===== src/rtl/instr_loader.sv =====
// Push-button front end: synchronizer, debouncer and rising-edge pulse, plus a
// two-press assembler that builds a 16-bit instruction from high and low switch bytes.
module instr_loader #(
    parameter int DB_CYCLES = 50000,
    parameter int CNT_W     = 16
) (
    input  logic        clk,
    input  logic        rst,
    input  logic        btn_raw,
    input  logic [7:0]  sw,
    input  logic        load_en,
    output logic        btn_edge,
    output logic [3:0]  opcode,
    output logic [11:0] instr,
    output logic        inst_done,
    output logic        byte_sel
);

    typedef enum logic [1:0] {
        S_HI   = 2'd0,
        S_LO   = 2'd1,
        S_DONE = 2'd2
    } state_t;

    localparam logic [CNT_W-1:0] CNT_LAST = CNT_W'(DB_CYCLES - 1);

    logic             sync_1;
    logic             btn_s;
    logic             btn_db;
    logic             db_prev;
    logic [CNT_W-1:0] db_cnt;
    logic [7:0]       hi_q;
    state_t           state;
    state_t           state_next;
    logic             finish_load;

    // Two-flop synchronizer; btn_raw is touched nowhere else.
    always_ff @(posedge clk) begin
        if (rst) begin
            sync_1 <= 1'b0;
            btn_s  <= 1'b0;
        end else begin
            sync_1 <= btn_raw;
            btn_s  <= sync_1;
        end
    end

    // The level flips only after DB_CYCLES consecutive mismatching samples.
    always_ff @(posedge clk) begin
        if (rst) begin
            btn_db <= 1'b0;
            db_cnt <= '0;
        end else if (btn_s == btn_db) begin
            db_cnt <= '0;
        end else if (db_cnt == CNT_LAST) begin
            btn_db <= btn_s;
            db_cnt <= '0;
        end else begin
            db_cnt <= db_cnt + 1'b1;
        end
    end

    always_ff @(posedge clk) begin
        if (rst) begin
            db_prev  <= 1'b0;
            btn_edge <= 1'b0;
        end else begin
            db_prev  <= btn_db;
            btn_edge <= btn_db & ~db_prev;
        end
    end

    always_ff @(posedge clk) begin
        if (rst) begin
            state <= S_HI;
        end else begin
            state <= state_next;
        end
    end

    // Dropping load_en wins over everything, including a coincident low-byte press.
    always_comb begin
        state_next = state;
        case (state)
            S_HI:    if (btn_edge) state_next = S_LO;
            S_LO:    if (btn_edge) state_next = S_DONE;
            S_DONE:  state_next = S_HI;
            default: state_next = S_HI;
        endcase
        if (!load_en) state_next = S_HI;
    end

    assign finish_load = (state == S_LO) && load_en && btn_edge;
    assign byte_sel    = (state == S_LO);

    always_ff @(posedge clk) begin
        if (rst) begin
            hi_q <= '0;
        end else if (!load_en) begin
            hi_q <= '0;
        end else if (state == S_HI && btn_edge) begin
            hi_q <= sw;
        end
    end

    // Outputs change only when the low byte lands, so partial loads leave them intact.
    always_ff @(posedge clk) begin
        if (rst) begin
            opcode    <= '0;
            instr     <= '0;
            inst_done <= 1'b0;
        end else begin
            inst_done <= finish_load;
            if (finish_load) begin
                {opcode, instr} <= {hi_q, sw};
            end
        end
    end

endmodule


===== config.mk =====
export PLATFORM = sky130hd
export DESIGN_NAME = instr_loader
export DESIGN_NICKNAME = d
export VERILOG_FILES = /design/src/rtl/instr_loader.sv
export SDC_FILE = /design/constraint.sdc
export NUM_CORES = 1
export LEC_CHECK = 0
export CORE_MARGIN = 4
export CORE_UTILIZATION = 35
export CTS_CLUSTER_SIZE = 10
export DETAILED_ROUTE_END_ITERATION = 16
export GPL_TIMING_DRIVEN = 0
export PLACE_DENSITY = 0.6
export SLEW_MARGIN = 0
export SYNTH_ARGS = -nofsm -noshare
export SYNTH_HDL_FRONTEND = slang
export SYNTH_SLANG_ARGS = --single-unit
export TNS_END_PERCENT = 5

===== constraint.sdc =====
create_clock -name clk -period 1.9 [get_ports clk]
set_clock_uncertainty 0.1 [all_clocks]
set_input_delay 0.38 -clock clk [delete_from_list [all_inputs] [get_ports clk]]
set_output_delay 0.38 -clock clk [all_outputs]
set_load 0.02 [all_outputs]

==> out/results.ini <==
[outcome]
run_status = complete, no violations

[floorplan]
fp.coreArea_sq_um = 4848
die_h_um = 79.65
die_area_sq_um = 6344
start_util = 0.3706
io_pins = 31
rows = 25
fp.dieW_um = 79.65

[min_path]
hold_path.class = register to register
holdCritStartpoint = db_prev
hold_path_depth = 1
hold_end = btn_edge

[yosys]
synth_seq_cells = 48
syn_nets = 214
synth_cell_types = 26
syn_area_sq_um = 1797
avgSynthCellArea_sq_um = 8.939
seq_area_frac_synth = 0.5348
yosys_warnings = 0
syn_inst = 201

[power_and_ir_drop]
powerDensity_nw_per_um2 = 785.4
leakage_nw = 0.7446
power.internal_mw = 1.466
p_sw_mw = 0.3653
power.share.combinational = 0.027
ir_drop_mv = 0.3458
switching_share = 0.1995
pwr-share-seq = 0.551
power_frac_clock = 0.422

[global_route]
grt_pass1_wl_um = 6044
grt_usage = 0.1230
antenna_found_initial = 0
grt_pass1_vias = 1284
grt_overflow = 0
grt_max_degree = 16

[drt]
first_pass_iters = 4
wirelength_um = 3492
vias = 1366
wl_per_cell_um = 11.41
ant_nets = 0
viasPerCell = 4.464
drc_errors = 0
drtIter0Drc = 77

[timing]
fin_crit_sh = 0.9602
slew_viol_final = 0
setup_viol = 0
min_period_ns = 1.824
final_hold_viol_count = 0
fmax_ghz = 0.5481
setup_ws_ns = 0.07564
worst_slew_pin_slew_ns = 0.4784
slew_headroom = 0.6811
rsz0062_at_grt = yes

[finish]
drive_gt1_frac = 0.07113
final_common_cell = dfxtp_1
final_cell_mix = dfxtp_1 (47), nand2_1 (35), nor2_1 (31)
antenna_cells = 0
design_area_sq_um = 2331
nets = 251
area_delta_synth_final_pct = 29.74

[critical_path]
rr_endpoint = db_cnt[4]
r2r-start = db_cnt[12]
path_max_fanout = 10
endpoint_kind = register
crit_required_ns = 1.99
reg2reg_depth = 6
startpoint_type = register
crit_type = register to register
reg2reg_setup_slack_ns = 0.08
arrival_ns = 1.92

[cts]
tritoncts = yes
numCtsBuffers = 5
htreeDepth = 2
cts.sinks = 48
cts_buffer_depth = 2
root_buffer = clkbuf_8
clk_pin_slew_ns = 0.09
insertion_delay_ns = 0.30

[run]
maxCapViolations = 0

[placement]
dpl.hpwl_um = 2431
place_area_sq_um = 2181
portBuffers = 30
place_congestion = 0.8053
place_ws_ns = -0.2872

## power groups by stage
stage	registers [mW]	clock network (mW)	logic, mW
final	1.01	0.773	0.0490
after global routing	1.01	0.847	0.0538
after CTS	1.01	0.794	0.0498
after detailed placement	1.03	0	0.0494
after global placement	1.03	0	0.0496
after floorplan	1.03	0	0.0169
## logic make-up after synthesis
group / after synthesis / synth area share
AOI/OAI and AO/OA: 17 / 0.04735
and+or+nand+nor: 97 / 0.2479
muxes: 8 / 0.04457
buffers and inverters: 14 / 0.04038
DFF: 48 / 0.5348
xor gates and xnor gates: 16 / 0.07800
adders and majority gates: 1 / 0.006963
## worst max-delay path, cell delays in order, from the launching register on
cell and delay (ns):
dfxtp_1 0.36, or4b_4 0.54, nor4_4 0.26, or3_1 0.16
buf_6 0.13, buf_8 0.13, nor2_1 0.05
## registers in the layout, indices dropped and copies added, names as in the netlist
| name | count |
|---|---|
| btn_edge | 1 |
| state | 2 |
| instr | 12 |
| btn_db | 1 |
| opcode | 4 |
| db_cnt | 16 |
| btn_s | 1 |
| db_prev | 1 |
| inst_done | 1 |
| sync_1 | 1 |
| hi_q | 8 |
## worst max path at each step
stage | slack (ns) | endpoint | start | cells after the start
4_1_cts | 0.005 | db_cnt[9] | db_cnt[4] | 6
3_5_place_dp | -0.29 | instr[2] | load_en | 6
3_3_place_gp | -0.29 | instr[2] | load_en | 6
5_1_grt | -0.05 | db_cnt[3] | db_cnt[4] | 6
6_report | 0.08 | db_cnt[4] | db_cnt[12] | 6
2_1_floorplan | 0.13 | db_cnt[4] | db_cnt[10] | 6
## synthesized netlist by cell type, drive strengths merged
cell type | instances | area share
dfxtp | 48 | 0.53
nand2 | 35 | 0.073
nor2 | 31 | 0.065
a21oi | 16 | 0.045
xnor2 | 15 | 0.073
mux2i | 8 | 0.045
clkbuf | 6 | 0.013
nand3 | 6 | 0.017
inv | 5 | 0.010
nor2b | 5 | 0.017
nor3 | 5 | 0.014
nor4 | 4 | 0.017
buf | 3 | 0.017
nand4 | 3 | 0.010
nand2b | 2 | 0.0070
or4b | 2 | 0.011
and3 | 1 | 0.0035
ha | 1 | 0.0070
nand3b | 1 | 0.0042
nand4b | 1 | 0.0049
o21ai | 1 | 0.0028
or3 | 1 | 0.0035
xor2 | 1 | 0.0049
## area by class of cell
cell class | count | area [sq um]
clock inverters | 2 | 38.79
well taps | 67 | 83.83
fillers | 483 | 2517
inverters | 5 | 18.77
multi-input cells | 139 | 790.8
repair buffers | 30 | 299.0
plain buffers | 9 | 55.05
clock buffers | 6 | 82.58
flip-flops and latches | 48 | 962.2
## layer usage
layer	part of all wire	global-route usage
met1	0.51	0.1666
met2	0.44	0.1811
met3	0.038	0.03950
met4	0.016	0.04639
met5	0	0
## through the flow
| stage | total power [mW] | instances | hold slack [ns] | TNS (ns) | util |
|---|---|---|---|---|---|
| final | 1.831 | 306 | 0.2976 | 0 | 0.4808 |
| after global routing | 1.910 | 306 | 0.3111 | -0.4072 | 0.4808 |
| after CTS | 1.852 | 306 | 0.2981 | 0 | 0.4774 |
| after detailed placement | 1.082 | 298 | 0.2762 | -3.501 | 0.4498 |
| after global placement | 1.082 | 298 | 0.2714 | -3.447 | 0.4498 |
| after floorplan | 1.049 | 201 | 0.2682 | 0 | - |
## what timing repair did
item / CTS / global route
pin swaps: 1 / 1
setup buffers: 0 / 0
hold buffers: 0 / 0
gates resized for setup: 3 / 6
endpoints found under the setup margin: 11 / 21
No activity file was read; power rests on OpenSTA's default activity.
